--- src/rtl/mult_div_unit.sv ---
// rtl/mult_div_unit.sv - sequential signed Booth multiply / restoring divide unit feeding HI/LO
// Divider datapath is present only when MULT_DIV_DIV_EN is defined.
module mult_div_unit #(
    parameter int WIDTH = 32
) (
    input  logic             clock,
    input  logic             reset,
    input  logic             StartMult,
    input  logic             StartDiv,
    input  logic [WIDTH-1:0] A,
    input  logic [WIDTH-1:0] B,
    output logic             Busy,
    output logic             MultEnd,
    output logic             DivEnd,
    output logic             DivZero,
    output logic [WIDTH-1:0] HighOut,
    output logic [WIDTH-1:0] LowOut
);

    localparam int CW = $clog2(WIDTH) + 1;
    localparam logic [CW-1:0] LAST = CW'(WIDTH - 1);

    typedef enum logic [1:0] {IDLE, MULT, DIV, DONE} state_t;

    state_t          state;
    state_t          nextState;
    logic [CW-1:0]   count;
    logic            lastIter;
    logic            divGo;

    // Booth state: {acc, multiplier, q-1}
    logic [WIDTH-1:0]   mcand;
    logic [2*WIDTH:0]   prod;
    logic [2*WIDTH:0]   prodNext;
    logic [WIDTH:0]     accExt;
    logic [WIDTH:0]     mcandExt;
    logic [WIDTH:0]     boothSum;

`ifdef MULT_DIV_DIV_EN
    logic [WIDTH-1:0]   divisor;
    logic [WIDTH-1:0]   quo;
    logic [WIDTH-1:0]   rem;
    logic [WIDTH-1:0]   quoNext;
    logic [WIDTH-1:0]   remNext;
    logic [WIDTH:0]     shifted;
    logic               fits;
    logic               negQ;
    logic               negR;
    logic               divByZero;

    assign divGo = StartDiv;
`else
    logic unusedStartDiv;

    assign unusedStartDiv = StartDiv;
    assign divGo          = 1'b0;
`endif

    assign lastIter = (count == LAST);
    assign Busy     = (state != IDLE);

    always_ff @(posedge clock or posedge reset) begin
        if (reset) begin
            state <= IDLE;
        end else begin
            state <= nextState;
        end
    end

    always_comb begin
        nextState = state;
        case (state)
            IDLE: begin
                if (StartMult) begin
                    nextState = MULT;
                end else if (divGo) begin
                    nextState = DIV;
                end
            end
            MULT: begin
                if (lastIter) begin
                    nextState = DONE;
                end
            end
`ifdef MULT_DIV_DIV_EN
            DIV: begin
                if (divByZero || lastIter) begin
                    nextState = DONE;
                end
            end
`endif
            DONE:    nextState = IDLE;
            default: nextState = IDLE;
        endcase
    end

    // The add/sub is one bit wider so that A = most-negative cannot overflow the accumulator.
    always_comb begin
        accExt   = {prod[2*WIDTH], prod[2*WIDTH:WIDTH+1]};
        mcandExt = {mcand[WIDTH-1], mcand};
        case (prod[1:0])
            2'b01:   boothSum = accExt + mcandExt;
            2'b10:   boothSum = accExt - mcandExt;
            default: boothSum = accExt;
        endcase
        prodNext = {boothSum, prod[WIDTH:1]};
    end

`ifdef MULT_DIV_DIV_EN
    always_comb begin
        shifted = {rem, quo[WIDTH-1]};
        fits    = (shifted >= {1'b0, divisor});
        remNext = fits ? WIDTH'(shifted - {1'b0, divisor}) : shifted[WIDTH-1:0];
        quoNext = {quo[WIDTH-2:0], fits};
    end
`endif

    always_ff @(posedge clock or posedge reset) begin
        if (reset) begin
            count     <= '0;
            mcand     <= '0;
            prod      <= '0;
            HighOut   <= '0;
            LowOut    <= '0;
            MultEnd   <= 1'b0;
            DivEnd    <= 1'b0;
            DivZero   <= 1'b0;
`ifdef MULT_DIV_DIV_EN
            divisor   <= '0;
            quo       <= '0;
            rem       <= '0;
            negQ      <= 1'b0;
            negR      <= 1'b0;
            divByZero <= 1'b0;
`endif
        end else begin
            MultEnd <= 1'b0;
            DivEnd  <= 1'b0;
            DivZero <= 1'b0;
            case (state)
                IDLE: begin
                    if (StartMult) begin
                        mcand <= A;
                        prod  <= {{WIDTH{1'b0}}, B, 1'b0};
                        count <= '0;
                    end
`ifdef MULT_DIV_DIV_EN
                    else if (divGo) begin
                        divisor   <= B[WIDTH-1] ? -B : B;
                        quo       <= A[WIDTH-1] ? -A : A;
                        rem       <= '0;
                        negQ      <= A[WIDTH-1] ^ B[WIDTH-1];
                        negR      <= A[WIDTH-1];
                        divByZero <= (B == '0);
                        count     <= '0;
                    end
`endif
                end
                MULT: begin
                    prod  <= prodNext;
                    count <= count + 1'b1;
                    if (lastIter) begin
                        HighOut <= prodNext[2*WIDTH:WIDTH+1];
                        LowOut  <= prodNext[WIDTH:1];
                        MultEnd <= 1'b1;
                    end
                end
`ifdef MULT_DIV_DIV_EN
                DIV: begin
                    if (divByZero) begin
                        DivEnd  <= 1'b1;
                        DivZero <= 1'b1;
                    end else begin
                        rem   <= remNext;
                        quo   <= quoNext;
                        count <= count + 1'b1;
                        if (lastIter) begin
                            LowOut  <= negQ ? -quoNext : quoNext;
                            HighOut <= negR ? -remNext : remNext;
                            DivEnd  <= 1'b1;
                        end
                    end
                end
`endif
                DONE:    count <= '0;
                default: ;
            endcase
        end
    end

endmodule

--- config.mk ---
export PLATFORM = sky130hd
export DESIGN_NAME = mult_div_unit
export DESIGN_NICKNAME = d
export VERILOG_FILES = /design/src/rtl/mult_div_unit.sv
export SDC_FILE = /design/constraint.sdc
export NUM_CORES = 1
export LEC_CHECK = 0
export ABC_AREA = 1
export BUFFER_PORTS_ARGS = -buffer_cell sky130_fd_sc_hd__buf_2
export CORE_AREA = 2 2 144 146
export CTS_CLUSTER_DIAMETER = 40
export CTS_CLUSTER_SIZE = 20
export DETAILED_ROUTE_END_ITERATION = 10
export DIE_AREA = 0 0 146 148
export GPL_ROUTABILITY_DRIVEN = 0
export PLACE_DENSITY = 0.7
export SLEW_MARGIN = 20
export SYNTH_ARGS = -nofsm -noshare
export SYNTH_HDL_FRONTEND = slang
export SYNTH_SLANG_ARGS = --single-unit
--- constraint.sdc ---
create_clock -name clock -period 16.45 [get_ports clock]
set_clock_uncertainty 0.1 [all_clocks]
set_input_delay 2.4675 -clock clock [delete_from_list [all_inputs] [get_ports clock]]
set_output_delay 2.4675 -clock clock [all_outputs]
set_load 0.01 [all_outputs]
==> impl_summary.md, run 1 <==
Timing
Setup repair after global routing left no endpoint under its margin. At the pin with the least slew margin, the transition time is 0.9430 ns. Counting I/O delays and the setup requirement, the final critical path takes 4.687 ns. The final number of setup-violating endpoints is 0. The number of max-slew violations in the final report is 0. The maximum operating frequency is 213.4 MHz. Of the available clock period, the critical path in the final layout requires 0.2849.

For the final routed database, the setup TNS stands at 0 ns. After layout, the worst setup slack is 11.76 ns. The relative max-transition margin is 0.3713. The final number of hold-violating endpoints is 0.

Clock network
After clock tree synthesis, the clock-pin slew on the worst setup and hold paths is 0.07 ns. TritonCTS built the clock tree. The sink count of the clock tree is 170. The hold buffer count at cts is 0. The number of buffers inserted to repair setup after CTS is 0. The number of buffers on the longest clock path is 2.

The tree is rooted in a sky130_fd_sc_hd__clkbuf_16. The post-CTS resize count is 0. TritonCTS created 17 clock buffers. CTS built an H-tree with a depth of 4.

The clock latency of the later-clocked register in the worst-skew pair is 0.44 ns.

Setup path
The endpoint required time on the critical path is 16.70 ns. The beginning of the worst register-to-register path is prod[0]$_DFFE_PP0P_. The category of the worst setup path capture point is a flip-flop. The type of the setup path with the least slack is in2reg. The startpoint of the most critical setup path is StartMult. The startpoint kind of the worst setup timing path is a primary input. The maximum fanout encountered on the critical timing path is 54. At the worst endpoint, the arrival time is 4.93 ns.

Die
The floorplan step set the die width to 146 µm. Pin placement for this block handled 136 I/O pins. The die is 148 µm tall. In this run the core area contains 52 standard-cell rows. The starting utilization of the core area is 0.4891. The area of the core is 20,040 µm².

The die outline area is 21,610 µm².

Route
After detailed routing, the average wire length per cell comes to 14.24 µm. The iteration-0 DRC count of the detailed router is 649. The first-pass iteration count of the detailed router is 5. After detailed routing, the number of remaining DRC violations is 0.

Once detail routing completed, the nets flagged for antenna violations numbered 0. The via total after detailed routing is 8,766. Summed over all layers, the routed wires come to 24.56 mm. The detail-routed via count per cell is 5.082.

Synthesis
Each instance of the synthesized netlist takes up on average 7.381 µm². Yosys printed 0 warnings. After synthesis the netlist holds a flip-flop and latch count of 170. The cell count after synthesis is 1,328. The number of flops mapped to enable cells by yosys is 0. Of the total synthesized cell area, the portion taken by AND, OR, NAND and NOR gates is 0.2570. Ranked by total cell area, the synthesized netlist is headed by sky130_fd_sc_hd__dfrtp_1, sky130_fd_sc_hd__nand2_1, sky130_fd_sc_hd__inv_1, sky130_fd_sc_hd__ha_1, sky130_fd_sc_hd__o21ai_0. The post-synthesis compound-gate area fraction was 0.1368.

The flip-flop cell with the highest count after synthesis is sky130_fd_sc_hd__dfrtp_1. Of the post-synthesis cell area, the part taken by muxes is 0.003064. The post-synthesis instance area is 9802 µm². Of all flip-flops after synthesis, the portion carrying an async set or reset was 1.000. The number of unique standard cell types used by synthesis is 43. Of the total synthesized cell area, the portion taken by full adders, half adders and majority gates is 0.04672. The fraction of synthesized cell area in xor and xnor cells is 0.03306. Of all cell types, the one taking the most synthesized area is sky130_fd_sc_hd__dfrtp_1. The sequential share of the synthesized area is 0.4340. The share of the synthesized area in the top cell type is 0.4340.

The dominant combinational cell family by area after synthesis is simple AND/OR/NAND/NOR gates.

Global route
The via count of the first global-routing pass is 8,126. The pin count of the biggest net entering global routing is 108. The wire length of the first global-routing pass is 40.96 mm. The total overflow reported by the global router is 0. The number of antenna violations at the first check in global routing is 1.

The overall routing resource usage is 0.2333.

Outcome
The run finished with clean final reports.

Layout
0 antenna diodes ended up in the layout. The layout overhead on the synthesized area is 14.67%. For this run, the post-layout net count is 1,546. With fillers left out, the area of the finished cells amounts to 11,240 µm². The area of all sequential standard cells is 4254 µm². The multi-input gate area in the final layout is 4684 µm².

The finished layout holds 1,725 standard cells, fillers aside. In the final layout, the share of cells above drive strength 1 is 0.1388. The library cell used most frequently in the layout, excluding fill and tap cells, is sky130_fd_sc_hd__nand2_1. The layout has 1,976 filler cells.

The top cell types in the final layout, fill and taps aside, are sky130_fd_sc_hd__nand2_1, sky130_fd_sc_hd__dfrtp_1, sky130_fd_sc_hd__inv_1, sky130_fd_sc_hd__buf_2, sky130_fd_sc_hd__nor2_1.

Hold path
The startpoint identified for the worst hold timing path is LowOut[30]$_DFFE_PP0P_. The worst hold path belongs to the class reg2reg.

Placed design
The count of input and output buffers is 132. Once placement completed, the tool counted placed cells totaling 1,693. Before CTS, the worst setup slack after placement is 11.29 ns. The sum of net half-perimeters after detailed placement is 17.68 mm. The cell area after placement is 10,660 µm².

Flow run
The total of max-cap violations is 0.
==> worst max-delay path, cell delays in order <==
cell and delay [ns]:
sky130_fd_sc_hd__buf_2 0.10, sky130_fd_sc_hd__nand2_1 0.06, sky130_fd_sc_hd__buf_4 0.41, sky130_fd_sc_hd__inv_2 0.45, sky130_fd_sc_hd__nor2_4 0.47, sky130_fd_sc_hd__buf_4 0.54, sky130_fd_sc_hd__inv_1 0.18, sky130_fd_sc_hd__o22ai_1 0.18
==> final timing paths <==
path                                           endpoint  slack, ns  cells after the start
worst max register to register  HighOut[31]$_DFFE_PP0P_      12.52                     21
min in group asynchronous          prod[10]$_DFFE_PP0P_       2.14                      2
worst min-delay path             LowOut[30]$_DFFE_PP0P_       0.37                      2
worst min register to register   LowOut[30]$_DFFE_PP0P_       0.37                      2
worst max-delay path               prod[34]$_DFFE_PP0P_      11.76                      8
max in group asynchronous          prod[52]$_DFFE_PP0P_      12.73                      3
==> Yosys cell counts, drive strengths merged (2+ instances only) <==
cell type	number
nor3	13
xor2	32
a31oi	4
inv	174
a21oi	73
o22ai	37
or2	9
buf	22
a21o	2
xnor2	5
o31ai	2
ha	35
nand4	7
nand3	62
o21ai	119
mux2i	3
clkbuf	24
dfrtp	170
nand3b	4
nor4	5
nand2	419
nor2	94
o21bai	6
==> metal layers <==
layer	share of wire	vias up	routed length (µm)	GRT usage
met2	0.43	235	10680	0.3594
met4	0.011	2	258	0.05291
met5	0.00053	-	13	0
met1	0.49	4017	12120	0.3412
li1	-	4486	-	-
met3	0.061	26	1488	0.04815
==> area by class of cell <==
type,instances,share of cell area
Clock inverter,12,0.01124
Inverter,174,0.05867
Timing Repair Buffer,140,0.06412
Sequential cell,170,0.3785
Tap cell,270,0.03006
Clock buffer,20,0.04063
Multi-Input combinational cell,939,0.4168
==> cell families after synthesis <==
family	after synthesis
xor+xnor	37
compound gates	246
simple gates	615
fa+ha+maj	36
other cells	1
flops	170
buf+inv	220
mux	3
==> flip-flops by register name (all words and copies together), names as in the netlist <==
register and flops:
MultEnd 1, count 6, LowOut 32, HighOut 32
mcand 32, state 2, prod 65
==> metrics by stage <==
stage	utilization	hold WS [ns]
floorplan	-	0.3695
global placement	0.5318	0.3527
detailed placement	0.5318	0.3546
CTS	0.5609	0.3713
global route	0.5609	0.3950
finish	0.5609	0.3686
Power of run 1 is not shown: default switching activity piles up to over one toggle a cycle in this logic, so the estimate is an artifact.
==> run 2, diff against run 1 <==
Clock period 16.45 ns to 4.5 ns, I/O delays scaled along.
==> run 2 against run 1 <==
  * Non-clock buffer count is 5 higher
  * Final cell count is 0.29% higher
  * Clock-buffer cell count is 3 lower
  * Hold slack worse by 0.084 ns
  * Critical path type is now reg2reg
  * Via count is 0.14% higher
  * Worst setup slack worse by 11 ns
  * Wire length is 0.26% higher
  * Sequential cell count stayed put
  * Design area is 0.55% higher
  * Global-route usage is 0.31 points higher
==> impl_summary.md, run 2 (synthesis gave the netlist of run 1 again) <==
Outcome
The flow ran to the end, and the final reports show no timing, DRC or antenna violations.

Setup path
The cell repeated most along the worst path is sky130_fd_sc_hd__nand2_1. The slack of the worst reg-to-reg path is 0.87 ns. For the worst setup path, the data required time is 4.73 ns. The reg-to-reg endpoint is HighOut[31]$_DFFE_PP0P_. For this run, the slowest stage of the critical path takes 0.39 ns. Measured in cells, the most critical reg-to-reg path has a length of 20. The worst path arrival time is 3.86 ns. Of all nets on the critical path, the largest fanout is 5. The cell family contributing the most delay on the critical path is simple AND/OR/NAND/NOR gates.

The type of the setup path with the least slack is reg2reg. The slowest stage of the critical path is the sky130_fd_sc_hd__dfrtp_1 cell. The beginning of the worst register-to-register path is mcand[0]$_DFFE_PP0P_. The worst setup path is launched from a flip-flop.

The critical path goes through inv_1 -> ha_1 -> nand2_1 -> nor2_2 -> nand4_1 -> o31ai_2 -> xor2_1 -> ha_1 -> nand2_1 -> inv_1 -> a21oi_1 -> nand2_1 -> a21oi_1 -> nand2_1 -> inv_1 -> nand3_1 -> nand3_1 -> nand2_1 -> nand2_1 -> nand2_1. In this run the number of cells on the critical path is 20. The number of buffers and inverters on the critical path is 3. The critical path ends at HighOut[31]$_DFFE_PP0P_. The category of the worst setup path capture point is a flip-flop.

The startpoint of the most critical setup path is mcand[0]$_DFFE_PP0P_.

Layout
From synthesis to final layout, the design area changed by 15.29%. The library cells used most frequently in the layout, excluding fill and tap cells, are sky130_fd_sc_hd__nand2_1, sky130_fd_sc_hd__dfrtp_1, sky130_fd_sc_hd__inv_1, sky130_fd_sc_hd__buf_2, sky130_fd_sc_hd__nor2_1. 0 antenna diodes ended up in the layout. The fill cell instance count of the final layout is 1,950. The final cell utilization of the core is 0.5639. The layout cell share with drive strength beyond 1 is 0.1425. The register name with the most flops is prod. The area of all sequential standard cells is 4254 µm². The multi-input gate area in the final layout is 4684 µm².

The final layout net count is 1,551. The most common cell after layout, fill and taps aside is sky130_fd_sc_hd__nand2_1. The number of flip-flops in the largest register is 65.

The post-route non-filler standard cell count is 1,730.

Clock network
TritonCTS built the clock tree. The post-CTS resize count is 0. Clock tree synthesis inserted a total of 17 buffers.

After clock tree synthesis, the clock-pin slew on the worst setup and hold paths is 0.07 ns. Clock tree synthesis found a total of 170 sinks. The clock latency of the later-clocked register in the worst-skew pair is 0.44 ns. The root buffer cell chosen for the clock tree is sky130_fd_sc_hd__clkbuf_16. The deepest level of the CTS H-tree is 4.

The number of buffers inserted to repair setup after CTS is 0. In this run the deepest clock path goes through 2 buffers. The hold buffer count at cts is 0.

Route
The via total after detailed routing is 8,778. Wires add up to 24.62 mm. The detailed router finished its first iteration with 671 violations. The number of remaining DRC errors is 0.

The routed wire length per instance is 14.23 µm. The number of nets with antenna violations after detailed routing is 0. The first-pass iteration count of the detailed router is 5. The detail-routed via count per cell is 5.074.

Global route
Global routing finished with a remaining overflow of 0. The first global-routing pass estimated 41.23 mm of wire. Entering global routing, the biggest net connects 115 pins. The via count of the first global-routing pass is 8,173. For this run, the total global-route usage over all layers was measured as 0.2364. The number of antenna violations at the first check in global routing came to 0.

Timing
Setup violations remaining at the end of the flow were counted as 0. The sum of negative setup slack is 0 ns. Setup repair after global routing left no endpoint under its margin. The final number of hold-violating endpoints is 0. The measured slew at the worst slew-check pin is 1.022 ns. The clock period minus worst slack is 3.626 ns. Static timing analysis puts the maximum clock frequency at 275.8 MHz. The fraction of the cycle the final worst path needs is 0.8059. The number of max-slew violations in the final report is 0.

The worst pin sits at a relative slew slack of 0.3188.

Die
The die outline area is 21,610 µm². The starting utilization of the core area is 0.4891. The area of the core is 20,040 µm². 136 I/O pins were placed.

The width of the die is 146 µm. From bottom edge to top edge, the die measures 148 µm. The site row count is 52.

Placed design
The cell total after placement is 1,698. The count of input and output buffers is 132. The sum of net half-perimeters after detailed placement is 17.79 mm.

Flow run
Across the run, the number of max-cap violations was 0.

Hold path
The path class of the tightest hold or removal check is in2async.
[run 2: worst min path at each step]
stage / slack [ns] / end / depth (start not counted)
6_report: 0.28 / LowOut[27]$_DFFE_PP0P_ / 3
5_1_grt: 0.31 / mcand[6]$_DFFE_PP0P_ / 3
4_1_cts: 0.31 / mcand[6]$_DFFE_PP0P_ / 3
3_5_place_dp: 0.36 / LowOut[30]$_DFFE_PP0P_ / 2
3_3_place_gp: 0.35 / LowOut[30]$_DFFE_PP0P_ / 2
2_1_floorplan: 0.37 / prod[55]$_DFFE_PP0P_ / 2
[run 2: cell type report]
| cell class | instances | share of cell area |
|---|---|---|
| clock buffer | 17 | 0.03764 |
| sequential | 170 | 0.3764 |
| multi-input combinational | 939 | 0.4145 |
| tap | 270 | 0.02989 |
| inverter | 174 | 0.05824 |
| timing repair buffer | 145 | 0.06820 |
| clock inverter | 15 | 0.01506 |
[run 2: tightest hold or removal path: stages]
cell	delay, ns
sky130_fd_sc_hd__buf_2	0.11
sky130_fd_sc_hd__clkinvlp_4	0.08
sky130_fd_sc_hd__buf_12	0.41
[run 2: per-layer routing]
metal	part of all wire	global-route usage	vias to the layer above
met3	0.059	0.04444	33
met1	0.49	0.3538	3993
met5	0	0	-
met2	0.43	0.3486	248
met4	0.015	0.07330	0
li1	-	-	4504
[run 2: stage by stage]
| stage | area [µm²] | hold WS (ns) | setup WS [ns] |
|---|---|---|---|
| floorplan | 9809 | 0.3695 | 1.545 |
| global placement | 10710 | 0.3544 | 1.007 |
| detailed placement | 10710 | 0.3550 | 0.9638 |
| CTS | 11300 | 0.3084 | 0.9174 |
| global route | 11300 | 0.3106 | 0.6101 |
| finish | 11300 | 0.2848 | 0.8737 |
Power of run 2 is left out for the same reason.
==> run 3, diff against run 2 <==
Clock period 4.5 ns to 3.5 ns, I/O delays scaled along.
==> run 3 against run 2 <==
  * Final cell count rose by 1.1%
  * Clock-buffer cell count did not move
  * Sequential share of layout area fell by 1.6 points
  * Critical path type unchanged
  * Critical endpoint unchanged
  * Highest routed layer unchanged
==> impl_summary.md, run 3 (synthesis gave the netlist of run 1 again) <==
Route
In this run the remaining antenna-violating nets after routing total 0. The first detailed-routing pass ran for 5 iterations. After detailed routing, the average wire length per cell comes to 14.81 µm. Summed over all layers, the routed wires come to 25.90 mm. Across all layers, the routed design uses 9,036 vias. After detailed routing, the number of remaining DRC violations is 0. The iteration-0 DRC count of the detailed router is 756.

The detail-routed via count per cell is 5.166.

Clock network
TritonCTS built the clock tree. Clock tree synthesis selected as its root buffer the cell sky130_fd_sc_hd__clkbuf_16. The deepest level of the CTS H-tree is 4. The total CTS buffers is 17. The register clock-pin slew on the reported worst setup and hold paths is 0.08 ns. The clock latency of the later-clocked register in the worst-skew pair is 0.45 ns. The clock drives 170 sinks. After clock tree synthesis, the flow added hold-fix buffers numbering 0. The clock passes through at most 2 buffers.

Timing
Setup slack closes at 0.1217 ns. Setup violations remaining at the end of the flow were counted as 0. Dividing the final minimum period by the clock period gives 0.9652. The final number of hold-violating endpoints is 0. Setup repair after global routing could not meet its margin everywhere.

For the pin with the worst max-slew slack, the measured transition is 0.8565 ns. In the final timing run, aggregate negative setup slack is 0 ns. Counting I/O delays and the setup requirement, the final critical path takes 3.378 ns.

The number of max-slew violations in the final report came to 0. The relative max-transition margin is 0.4276. The maximum operating frequency is 296.0 MHz.

Global route
The first global-routing pass estimated 41.86 mm of wire. The via count of the first global-routing pass came to 8,395. For this run, the total global-route usage over all layers was measured as 0.2399. The number of antenna violations at the first check in global routing is 0.

Summed over all layers, the global routing overflow is 0. The pin count of the biggest net entering global routing is 64.

Layout
The layout cell share with drive strength beyond 1 is 0.2123. The layout overhead on the synthesized area is 20.51%. 0 antenna diodes ended up in the layout. The most common cell after layout, fill and taps aside is sky130_fd_sc_hd__nand2_1. More flip-flops sit in one register than any other, and that register is prod. Summing all non-filler instances in the final layout gives an area of 11,810 µm². The register with the most flip-flops in the layout has 65 of them. The final layout contains 1,570 nets. The post-route non-filler standard cell count is 1,749.

The library cells used most frequently in the layout, excluding fill and tap cells, are sky130_fd_sc_hd__nand2_1, sky130_fd_sc_hd__dfrtp_1, sky130_fd_sc_hd__inv_1, sky130_fd_sc_hd__buf_2, sky130_fd_sc_hd__o21ai_0.

Setup path
At the worst endpoint, the arrival time is 3.61 ns. The category of the worst setup path capture point is a flip-flop. The critical path in this run is classified as reg2reg. STA classifies the critical path startpoint as a flip-flop. The maximum fanout encountered on the critical timing path is 5. At the worst endpoint, the required time is 3.74 ns.

Placed design
Counting tap cells, the placed design contains a total of 1,705 instances. The count of input and output buffers is 132. The worst setup slack before clock tree synthesis is 0.07784 ns. In this run the cell area measured after placement is 10,770 µm². The sum of net half-perimeters after detailed placement is 18.25 mm.

Die
The I/O pin count is 136. In this run the standard cell core region covers 20,040 µm². The die covers 21,610 µm². The floorplan has 52 rows. The die span in y is 148 µm. For this configuration, the core starts out at a cell density of 0.4891.

The die is 146 µm wide.

Outcome
The run finished with clean final reports.

Hold path
The path class of the lowest-slack min-delay path is in2async.

Flow run
The total of max-cap violations is 0.
run 3: layer usage:
layer / global-route usage / share of wire / vias up
li1: - / - / 4532
met1: 0.3561 / 0.48 / 4230
met2: 0.3594 / 0.44 / 240
met3: 0.04753 / 0.063 / 34
met4: 0.06650 / 0.014 / 0
met5: 0 / 0 / -
run 3: area by class of cell:
| type | instances | area, µm² |
|---|---|---|
| fill | 1898 | 8227 |
| multi-input combinational | 939 | 5015 |
| sequential | 170 | 4255 |
| timing repair buffer | 164 | 925.9 |
| inverter | 174 | 661.9 |
| clock buffer | 17 | 425.4 |
| tap | 270 | 337.8 |
| clock inverter | 15 | 191.4 |
run 3: critical path: stages, from the launching register on:
cell                      delay (ns)
sky130_fd_sc_hd__dfrtp_1        0.40
sky130_fd_sc_hd__inv_2          0.08
sky130_fd_sc_hd__ha_2           0.19
sky130_fd_sc_hd__nand2_2        0.08
sky130_fd_sc_hd__nor2_4         0.13
sky130_fd_sc_hd__nand4_1        0.16
sky130_fd_sc_hd__buf_4          0.19
sky130_fd_sc_hd__o31ai_4        0.27
sky130_fd_sc_hd__xor2_2         0.33
sky130_fd_sc_hd__ha_4           0.29
sky130_fd_sc_hd__nand2_4        0.10
sky130_fd_sc_hd__inv_1          0.06
sky130_fd_sc_hd__a21oi_2        0.15
sky130_fd_sc_hd__nand2_1        0.09
sky130_fd_sc_hd__a21oi_1        0.16
sky130_fd_sc_hd__nand2_2        0.09
sky130_fd_sc_hd__inv_1          0.05
sky130_fd_sc_hd__nand3_1        0.06
sky130_fd_sc_hd__nand3_1        0.07
sky130_fd_sc_hd__nand2_1        0.07
sky130_fd_sc_hd__nand2_1        0.10
sky130_fd_sc_hd__nand2_1        0.05
run 3: worst paths after layout:
path                                   startpoint                       to  slack, ns  depth (start not counted)
max                          mcand[0]$_DFFE_PP0P_  HighOut[31]$_DFFE_PP0P_       0.12                         21
min                                         reset   LowOut[26]$_DFFE_PP0P_       0.07                          2
max reg2reg                  mcand[0]$_DFFE_PP0P_  HighOut[31]$_DFFE_PP0P_       0.12                         21
min reg2reg                LowOut[30]$_DFFE_PP0P_   LowOut[30]$_DFFE_PP0P_       0.37                          2
max in group asynchronous                   reset     mcand[5]$_DFFE_PP0P_       2.21                          3
min in group clock                          A[14]    mcand[14]$_DFFE_PP0P_       0.17                          3
run 3: metrics by stage:
stage / utilization / hold WS (ns)
final: 0.5895 / 0.07164
after global routing: 0.5895 / 0.1249
after CTS: 0.5682 / 0.08576
after detailed placement: 0.5375 / 0.3551
after global placement: 0.5375 / 0.3559
after floorplan: - / 0.3695
run 3: repair_timing:
action	in CTS	in global routing
gates resized for setup	0	105
setup endpoints to repair	0	42
setup buffers	0	12
Power of run 3 is left out for the same reason.
